--- src/rtl/fp_adder_pkg.sv ---
`default_nettype none
// ---------------------------------------------------------------------------
// fp_adder_pkg : operand format, scheduler states and round-robin index helper
// Rev 1.0
// ---------------------------------------------------------------------------
package fp_adder_pkg;

  localparam int EXPBITS_DEF      = 8;
  localparam int MANTISSABITS_DEF = 23;

  typedef struct packed {
    logic                        sign;
    logic [EXPBITS_DEF-1:0]      exp;
    logic [MANTISSABITS_DEF-1:0] mant;
  } float_t;

  typedef enum logic [1:0] {
    IDLE  = 2'd0,
    ISSUE = 2'd1,
    WAIT  = 2'd2,
    RESP  = 2'd3
  } sched_state_t;

  // (ptr + off) mod n for ptr < n and off < n, without a divider
  function automatic int rr_index(input int ptr, input int off, input int n);
    int s;
    s = ptr + off;
    return (s >= n) ? s - n : s;
  endfunction

endpackage
`default_nettype wire

--- src/rtl/rr_arbiter.sv ---
`default_nettype none
// ---------------------------------------------------------------------------
// rr_arbiter : combinational round-robin picker starting the scan at i_ptr
// Rev 1.0
// ---------------------------------------------------------------------------
module rr_arbiter
  import fp_adder_pkg::*;
#(
  parameter  int NREQ = 4,
  localparam int c_IW = $clog2(NREQ)
) (
  input  logic [NREQ-1:0] i_req,
  input  logic [c_IW-1:0] i_ptr,
  output logic [NREQ-1:0] o_grant,
  output logic [c_IW-1:0] o_idx,
  output logic            o_any
);

  logic [c_IW-1:0] w_j;

  // Scan from the farthest offset down so the closest requester to i_ptr wins
  always_comb begin
    o_grant = '0;
    o_idx   = '0;
    o_any   = 1'b0;
    w_j     = '0;
    for (int k = NREQ - 1; k >= 0; k--) begin
      w_j = c_IW'(rr_index(int'(i_ptr), k, NREQ));
      if (i_req[w_j]) begin
        o_grant      = '0;
        o_grant[w_j] = 1'b1;
        o_idx        = w_j;
        o_any        = 1'b1;
      end
    end
  end

endmodule
`default_nettype wire

--- src/rtl/fp_adder_scheduler.sv ---
`default_nettype none
// ---------------------------------------------------------------------------
// fp_adder_scheduler : round-robin sharing of one FP adder with timeout watchdog
// Rev 1.0
// ---------------------------------------------------------------------------
module fp_adder_scheduler
  import fp_adder_pkg::*;
#(
  parameter  int NREQ         = 4,
  parameter  int EXPBITS      = EXPBITS_DEF,
  parameter  int MANTISSABITS = MANTISSABITS_DEF,
  parameter  int TIMEOUT      = 64,
  localparam int c_W          = 1 + EXPBITS + MANTISSABITS,
  localparam int c_IW         = $clog2(NREQ),
  localparam int c_TW         = $clog2(TIMEOUT)
) (
  input  logic                     i_clk,
  input  logic                     i_rst_n,
  input  logic [NREQ-1:0]          i_req_valid,
  input  logic [NREQ-1:0][c_W-1:0] i_req_a,
  input  logic [NREQ-1:0][c_W-1:0] i_req_b,
  output logic [NREQ-1:0]          o_req_accept,
  output logic                     o_go,
  output logic [c_W-1:0]           o_op_a,
  output logic [c_W-1:0]           o_op_b,
  input  logic                     i_adder_ready,
  input  logic [c_W-1:0]           i_adder_sum,
  output logic                     o_resp_valid,
  output logic [c_IW-1:0]          o_resp_id,
  output logic [c_W-1:0]           o_resp_sum,
  output logic                     o_resp_error,
  output logic                     o_busy
);

  sched_state_t    r_state;
  sched_state_t    w_next;
  logic [NREQ-1:0] w_grant;
  logic [c_IW-1:0] w_grant_idx;
  logic            w_any;
  logic            w_timeout;
  logic [c_IW-1:0] r_rr_ptr;
  logic [c_IW-1:0] r_grant_id;
  logic [c_TW-1:0] r_timer;
  logic            r_go;
  logic            r_resp_valid;
  logic            r_resp_error;
  logic            r_busy;
  logic [c_W-1:0]  r_op_a;
  logic [c_W-1:0]  r_op_b;
  logic [c_W-1:0]  r_resp_sum;
  logic [c_IW-1:0] r_resp_id;

  rr_arbiter #(.NREQ(NREQ)) u_arb (
    .i_req   (i_req_valid),
    .i_ptr   (r_rr_ptr),
    .o_grant (w_grant),
    .o_idx   (w_grant_idx),
    .o_any   (w_any)
  );

  assign w_timeout = (r_timer == c_TW'(TIMEOUT - 1));

  always_ff @(posedge i_clk) begin
    if (!i_rst_n) r_state <= IDLE;
    else          r_state <= w_next;
  end

  always_comb begin
    w_next = r_state;
    case (r_state)
      IDLE:    if (w_any) w_next = ISSUE;
      ISSUE:   w_next = WAIT;
      WAIT:    if (i_adder_ready || w_timeout) w_next = RESP;
      RESP:    w_next = IDLE;
      default: w_next = IDLE;
    endcase
  end

  // No transfer may be acknowledged while reset is holding the scheduler
  always_comb begin
    o_req_accept = '0;
    if (r_state == IDLE && i_rst_n) o_req_accept = w_grant;
  end

  always_ff @(posedge i_clk) begin
    if (!i_rst_n) begin
      r_rr_ptr     <= '0;
      r_grant_id   <= '0;
      r_timer      <= '0;
      r_go         <= 1'b0;
      r_resp_valid <= 1'b0;
      r_resp_error <= 1'b0;
      r_busy       <= 1'b0;
      r_op_a       <= '0;
      r_op_b       <= '0;
      r_resp_sum   <= '0;
      r_resp_id    <= '0;
    end else begin
      r_go         <= (w_next == ISSUE);
      r_resp_valid <= (w_next == RESP);
      r_busy       <= (w_next != IDLE);
      case (r_state)
        IDLE: if (w_any) begin
          r_op_a     <= i_req_a[w_grant_idx];
          r_op_b     <= i_req_b[w_grant_idx];
          r_grant_id <= w_grant_idx;
        end
        ISSUE: r_timer <= '0;
        // A Ready coinciding with the last timer count still counts as success
        WAIT: begin
          if (i_adder_ready) begin
            r_resp_sum   <= i_adder_sum;
            r_resp_id    <= r_grant_id;
            r_resp_error <= 1'b0;
          end else if (w_timeout) begin
            r_resp_sum   <= '0;
            r_resp_id    <= r_grant_id;
            r_resp_error <= 1'b1;
          end else begin
            r_timer <= r_timer + 1'b1;
          end
        end
        RESP: r_rr_ptr <= (r_grant_id == c_IW'(NREQ - 1)) ? '0 : r_grant_id + 1'b1;
        default: ;
      endcase
    end
  end

  assign o_go         = r_go;
  assign o_op_a       = r_op_a;
  assign o_op_b       = r_op_b;
  assign o_resp_valid = r_resp_valid;
  assign o_resp_id    = r_resp_id;
  assign o_resp_sum   = r_resp_sum;
  assign o_resp_error = r_resp_error;
  assign o_busy       = r_busy;

endmodule
`default_nettype wire

--- config.mk ---
export PLATFORM = sky130hd
export DESIGN_NAME = fp_adder_scheduler
export DESIGN_NICKNAME = d
export VERILOG_FILES = /design/src/rtl/fp_adder_pkg.sv /design/src/rtl/rr_arbiter.sv /design/src/rtl/fp_adder_scheduler.sv
export SDC_FILE = /design/constraint.sdc
export NUM_CORES = 1
export LEC_CHECK = 0
export ABC_AREA = 0
export ABC_CLOCK_PERIOD_IN_PS = 5490
export BUFFER_PORTS_ARGS = -buffer_cell sky130_fd_sc_hd__buf_2
export CAP_MARGIN = 20
export CORE_AREA = 2 2 157 159
export DETAILED_ROUTE_END_ITERATION = 6
export DIE_AREA = 0 0 159 161
export SKIP_CTS_REPAIR_TIMING = 1
export SYNTH_ARGS = -nofsm -noshare
export SYNTH_HDL_FRONTEND = slang
export SYNTH_SLANG_ARGS = --single-unit
export TNS_END_PERCENT = 20
--- constraint.sdc ---
create_clock -name i_clk -period 5.49 [get_ports i_clk]
set_clock_uncertainty 0.05 [all_clocks]
set_input_delay 0.8235 -clock i_clk [delete_from_list [all_inputs] [get_ports i_clk]]
set_output_delay 0.8235 -clock i_clk [all_outputs]
set_load 0.01 [all_outputs]
==> results of run 1 <==
==> cells by family after synthesis <==
logic type	count (synthesis)	share of synthesized area
AO/OA/AOI/OAI	302	0.326
XOR/XNOR	4	0.00487
adder cells (fa/ha/maj)	14	0.0244
buffers and inverters	151	0.0945
flip-flops	114	0.318
multiplexers	80	0.119
AND/OR/NAND/NOR	160	0.114
==> final cells by class <==
type / count / area, um^2
multi-input combinational: 560 / 4270
timing repair buffer: 415 / 2150
sequential: 114 / 2280
tap: 324 / 405
clock buffer: 18 / 439
inverter: 55 / 206
fill: 2474 / 14000
clock inverter: 14 / 204
==> critical path: cells and delay by family, from the launching register on <==
family                     cells  cell delay (ns)
adders and majority gates      1             0.54
and+or+nand+nor                2             0.27
buffers and inverters          3             0.70
DFF                            1             0.31
AOI/OAI and AO/OA              2             0.39
muxes                          1             0.55
==> routing by layer <==
layer  GRT usage  vias to the layer above  part of all wire
li1            -                     3851                 -
met1       0.254                     3706              0.43
met2       0.319                      382              0.47
met3      0.0419                       45             0.073
met4      0.0740                        0             0.024
met5           0                        -                 0
==> worst min-delay path by stage <==
stage / endpoint / slack [ns] / cells after the start
6_report: o_op_b[1] / 0.41 / 2
3_5_place_dp: o_op_b[1] / 0.40 / 2
4_1_cts: o_op_b[1] / 0.41 / 2
5_1_grt: o_op_a[3] / 0.43 / 2
2_1_floorplan: r_timer[1] / 0.44 / 2
3_3_place_gp: o_op_b[11] / 0.39 / 2
==> synthesized netlist by cell type, types with 2 or more instances <==
master	instances
nor2_1	10
xor2_1	4
a221o_1	4
nor2b_1	39
clkbuf_1	75
ha_1	14
a211oi_1	48
buf_12	3
nand3_1	61
o221ai_1	5
o2111ai_1	17
buf_6	5
a221oi_1	70
mux2i_1	75
a2111o_1	14
a22oi_1	32
nand2b_1	8
nor3_1	2
and2_1	4
inv_1	55
or2_2	2
o211a_1	2
a211o_1	15
dfxtp_1	114
buf_1	2
mux4_2	4
o21ai_0	54
nand2_1	31
o31ai_1	24
a21oi_1	4
buf_2	9
==> registers in the layout, summed over array words and instances, names as in the netlist <==
signal / cells
r_grant_id: 2
o_op_b: 32
o_go: 1
r_state: 2
o_resp_error: 1
o_resp_valid: 1
o_resp_sum: 32
r_timer: 6
o_op_a: 32
o_busy: 1
r_rr_ptr: 2
o_resp_id: 2
==> metrics by stage <==
step                      total power [mW]  setup slack [ns]   util
after floorplan                       2.36              2.32      -
after global placement                2.94              1.72  0.387
after detailed placement              2.96              1.62  0.388
after CTS                             4.21              1.44  0.415
after global routing                  4.46              1.28  0.416
final                                 4.19              1.44  0.416
==> power groups by stage <==
stage	Combinational [mW]	Clock [mW]	Sequential, mW
2_1_floorplan	1.05	0	1.31
3_3_place_gp	1.72	0	1.21
6_report	1.76	1.23	1.20
3_5_place_dp	1.75	0	1.21
5_1_grt	1.94	1.30	1.23
4_1_cts	1.75	1.26	1.20
==> metrics.cfg, run 1 <==
[sta]
fin_tns_setup_ns = 0
hold_violations = 0
max_freq_mhz = 247
relSlewSlack = 0.263
hold-worst-slack_ns = 0.407
rsz0062_at_grt = no
worst_pin_slew_ns = 1.11
slew_viol_final = 0
period_minus_slack_ns = 4.05
finalSetupViolations = 0
post-route-period-util = 0.737

[placement]
post_dp_cell_area_um2 = 9290
dp_hpwl_mm = 18.1
placed_cells = 1467
portBuffers = 400
gp_congestion = 0.854

[pwr]
internal_power_mw = 2.57
sequentialPowerShare = 0.286
p_switching_mw = 1.62
switching_share = 0.387
share_comb_of_total_power = 0.420
p_clk_frac = 0.294
power_density_nw_per_um2 = 421
p_leak_nw = 4.72
vdd_ir_drop_max_mv = 0.190

[logic_synthesis]
ys.warnings.count = 0
synth_area_per_cell_um2 = 8.71
synth_area_leaders = dfxtp_1 (32%), mux2i_1 (10%), a221oi_1 (8.5%), a211oi_1 (5.0%), nand3_1 (4.2%)
ys_dominant_reg_cell = dfxtp_1
synth.distinct_cells = 50
ys_ff_latch = 114
synth_top_area_cell = dfxtp_1
netlist_area_um2 = 7190
syn_nets = 1134
synthArstFlopShare = 0
syn-instance-count = 825
yosysSeqAreaShare = 0.318
synth_edf_count = 0
synth_top_area_share = 0.318

[worst_setup_path]
r2r_cells = 9
worst_path_largest_cell_delay_ns = 0.55
crit_end = o_req_accept[2]
path_class = reg -> out
rr_startpoint = r_rr_ptr[0]
cp.required_ns = 4.62
worst_setup_path_start_kind = flop
r2r_end = o_op_b[2]
rrSetupSlack_ns = 1.64
cp_slowest_cell = mux4_2
critPathArrivalTime_ns = 3.17
crit_start = r_rr_ptr[0]
worstPathCellList = buf_4, inv_1, ha_1, mux4_2, nor2b_1, a221o_1, nand3_1, a21oi_1, buf_2
worst-path-max-fanout = 30
endpoint_kind = output port

[routing]
drc = 0
routed_wl_mm = 26.0
vias = 7984
first_pass_iters = 5
viasPerCell = 5.32
ant_nets = 0
drt_iter0_markers = 473
avgRoutedWirePerCell_um = 17.3

[layout]
diodes = 0
fin_area_um2 = 9960
drive_gt1_frac = 0.393
final_cell_mix = buf_2 (400), dfxtp_1 (114), mux2i_1 (75)
syn_to_final_growth_pct = 38.6
fin_cells = 1500
layout.cells.most_common = buf_2
layout.nets = 1472

[cts]
cts_buffer_depth = 2
htreeDepth = 4
worstSkewPairLatency_ns = 0.41
cts_sinks = 114
numCtsBuffers = 17
cts_tree = done
cts-root-buf = clkbuf_16
cts.clk_slew.worst_paths_ns = 0.06

[die]
rows = 57
ios = 401
die_x_um = 159
die_area_um2 = 25600
die_y_um = 161
core_area_um2 = 24000
start_util = 0.300

[global_routing]
grt_overflow = 0
grt_start_max_net_pins = 78
grt_pass1_vias = 7679
grt_pass1_wl_mm = 41.0
antenna_found_initial = 0
grt_usage = 0.195

[worst_hold_path]
hp-class = reg -> reg
hold_path.startpoint = o_op_b[1]

[outcome]
status = completed

[flow_run]
cap_violations = 0

Power figures use the tool's default switching activity.
==> run 2, diff against run 1 <==
--- a/config.mk
+++ b/config.mk
@@ -5,13 +5,13 @@
 export SDC_FILE = /design/constraint.sdc
 export NUM_CORES = 1
 export LEC_CHECK = 0
-export ABC_AREA = 0
-export ABC_CLOCK_PERIOD_IN_PS = 5490
+export ABC_AREA = 1
+export ABC_CLOCK_PERIOD_IN_PS = 4100
 export BUFFER_PORTS_ARGS = -buffer_cell sky130_fd_sc_hd__buf_2
 export CAP_MARGIN = 20
-export CORE_AREA = 2 2 157 159
+export CORE_AREA = 2 2 155 157
 export DETAILED_ROUTE_END_ITERATION = 6
-export DIE_AREA = 0 0 159 161
+export DIE_AREA = 0 0 157 159
 export SKIP_CTS_REPAIR_TIMING = 1
 export SYNTH_ARGS = -nofsm -noshare
 export SYNTH_HDL_FRONTEND = slang
==> constraint.sdc (replaced) <==
create_clock -name i_clk -period 4.1 [get_ports i_clk]
set_clock_uncertainty 0.05 [all_clocks]
set_input_delay 0.615 -clock i_clk [delete_from_list [all_inputs] [get_ports i_clk]]
set_output_delay 0.615 -clock i_clk [all_outputs]
set_load 0.01 [all_outputs]
==> metrics.cfg, run 2 <==
[cts]
htreeDepth = 4  ; unchanged
cts_sinks = 114  ; unchanged
cts_buffer_depth = 2  ; unchanged
cts.clk_slew.worst_paths_ns = 0.07  ; was 0.06 ns
cts-root-buf = clkbuf_16  ; unchanged
numCtsBuffers = 17  ; unchanged
worstSkewPairLatency_ns = 0.42  ; was 0.41 ns
cts_tree = done  ; unchanged

[layout]
layout.nets = 1905  ; was 1,472
final_util = 0.437  ; was 0.416
syn_to_final_growth_pct = 37.2  ; was 38.6%
drive_gt1_frac = 0.293  ; was 0.393
final_cell_mix = buf_2 (400), nand2_1 (349), nand3_1 (199)  ; was buf_2 (400), dfxtp_1 (114), mux2i_1 (75)
layout.cells.most_common = buf_2  ; unchanged
fin_cells = 1930  ; was 1,500

[routing]
first_pass_iters = 5  ; unchanged
vias = 8903  ; was 7,984
ant_nets = 0  ; unchanged
drc = 0  ; unchanged
drt_iter0_markers = 461  ; was 473
routed_wl_mm = 27.6  ; was 26.0 mm
viasPerCell = 4.61  ; was 5.32
avgRoutedWirePerCell_um = 14.3  ; was 17.3 um

[die]
rows = 56  ; was 57
die_x_um = 157  ; was 159 um
start_util = 0.319  ; was 0.300
core_area_um2 = 23200  ; was 24,000 um^2
die_area_um2 = 25000  ; was 25,600 um^2
ios = 401  ; unchanged
die_y_um = 159  ; was 161 um

[sta]
worst_pin_slew_ns = 0.966  ; was 1.11 ns
finalSetupViolations = 0  ; unchanged
fin_tns_setup_ns = 0  ; unchanged
fin_ws_ns = 0.917  ; was 1.44 ns
rsz0062_at_grt = no  ; unchanged
post-route-period-util = 0.776
max_freq_mhz = 314
hold_violations = 0  ; unchanged
period_minus_slack_ns = 3.18
relSlewSlack = 0.356  ; was 0.263
slew_viol_final = 0  ; unchanged

[logic_synthesis]
synthTopCellsByCount = nand2_1 (349), nand3_1 (199), inv_1 (197), nor2_1 (133), dfxtp_1 (114)  ; was dfxtp_1 (114), clkbuf_1 (75), mux2i_1 (75), a221oi_1 (70), nand3_1 (61)
ys.warnings.count = 0  ; unchanged
synth_top_area_share = 0.309  ; was 0.318
yosysSeqAreaShare = 0.309  ; was 0.318
synth_area_leaders = dfxtp_1 (31%), nand2_1 (18%), nand3_1 (13%), inv_1 (10%), nor2_1 (6.8%)  ; was dfxtp_1 (32%), mux2i_1 (10%), a221oi_1 (8.5%), a211oi_1 (5.0%), nand3_1 (4.2%)
synth_area_per_cell_um2 = 5.95  ; was 8.71 um^2
netlist_area_um2 = 7390  ; was 7190 um^2
syn-instance-count = 1241  ; was 825
yosysMostFrequentCell = nand2_1  ; was dfxtp_1
synth.distinct_cells = 32  ; was 50
syn_nets = 1550  ; was 1,134
ys_dominant_reg_cell = dfxtp_1  ; unchanged
synth_edf_count = 0  ; unchanged
ys_ff_latch = 114  ; unchanged
synth_top_area_cell = dfxtp_1  ; unchanged
synthArstFlopShare = 0  ; unchanged

[worst_setup_path]
endpoint_kind = output port  ; unchanged
cp.required_ns = 3.43  ; was 4.62 ns
critPathArrivalTime_ns = 2.52  ; was 3.17 ns
r2r_cells = 13  ; was 9
worst-path-max-fanout = 11  ; was 30
worst_setup_path_start_kind = flop  ; unchanged
path_class = reg -> out  ; unchanged

[placement]
portBuffers = 400  ; unchanged
placed_cells = 1896  ; was 1,467
place_ws_ns = 0.939  ; was 1.62 ns
gp_congestion = 0.860  ; was 0.854
dp_hpwl_mm = 20.3  ; was 18.1 mm

[pwr]
vdd_ir_drop_max_mv = 0.260  ; was 0.190 mV
power_density_nw_per_um2 = 624  ; was 421 nW/um^2
p_leak_nw = 5.83  ; was 4.72 nW

[flow_run]
cap_violations = 0  ; unchanged

[global_routing]
grt_usage = 0.215  ; was 0.195
grt_overflow = 0  ; unchanged
grt_pass1_vias = 8568  ; was 7,679
antenna_found_initial = 1  ; was 0
grt_start_max_net_pins = 85  ; was 78
grt_pass1_wl_mm = 42.9  ; was 41.0 mm

[worst_hold_path]
hold_path_depth = 3  ; was 2
hp-class = in -> reg  ; was reg -> reg

[outcome]
status = completed  ; unchanged

## run 2: routing by layer
metal / vias up / global-route usage / part of all wire
met2: 329 / 0.374 / 0.49
met3: 48 / 0.0621 / 0.074
met4: 0 / 0.0759 / 0.027
met5: - / 0 / 0
li1: 4540 / - / -
met1: 3986 / 0.251 / 0.41
## run 2: through the flow
stage | total power [mW] | hold WS, ns | instance area [um^2]
2_1_floorplan | 3.83 | 0.397 | 7390
3_3_place_gp | 4.81 | 0.396 | 9540
3_5_place_dp | 4.85 | 0.399 | 9540
4_1_cts | 6.38 | 0.352 | 10100
5_1_grt | 6.85 | 0.373 | 10100
6_report | 6.32 | 0.368 | 10100
## run 2: path summary, 6_finish.rpt
kind | start | end | slack [ns]
worst max-delay path | r_rr_ptr[0] | o_req_accept[1] | 0.92
worst min-delay path | i_req_a[97] | o_op_a[1] | 0.37
worst max register to register | r_rr_ptr[0] | o_op_b[2] | 0.92
worst min register to register | o_resp_sum[28] | o_resp_sum[28] | 0.41
## run 2: kinds of logic (layout without fill, tap and decap cells)
kind of cell | after synthesis | in the layout | synth area share
flops | 114 | 114 | 0.309
buf+inv | 281 | 649 | 0.160
other cells | 0 | 2 | 0
fa+ha+maj | 14 | 14 | 0.0237
compound gates | 88 | 88 | 0.0647
simple gates | 744 | 744 | 0.443
## run 2: area by class of cell
type / count / area, um^2
clock inverter: 15 / 163
clock buffer: 17 / 425
tap: 319 / 399
antenna: 2 / 5.00
multi-input combinational: 846 / 3950
inverter: 205 / 774
fill: 2513 / 13100
timing repair buffer: 412 / 2140
sequential: 114 / 2280
## run 2: power by group
part	internal, mW	leakage (nW)	switching, mW
Combinational	1.11	4.61	2.04
Sequential	1.47	0.938	0.194
Clock	0.866	0.285	0.649
## run 2: critical path: stages, from the launching register on
cell and delay [ns]:
dfxtp_1 0.58, inv_4 0.12, ha_1 0.36, inv_1 0.09
nand3_1 0.11, nand2_2 0.11, inv_2 0.07, or2_2 0.27
a21oi_1 0.17, a211oi_1 0.07, buf_2 0.15
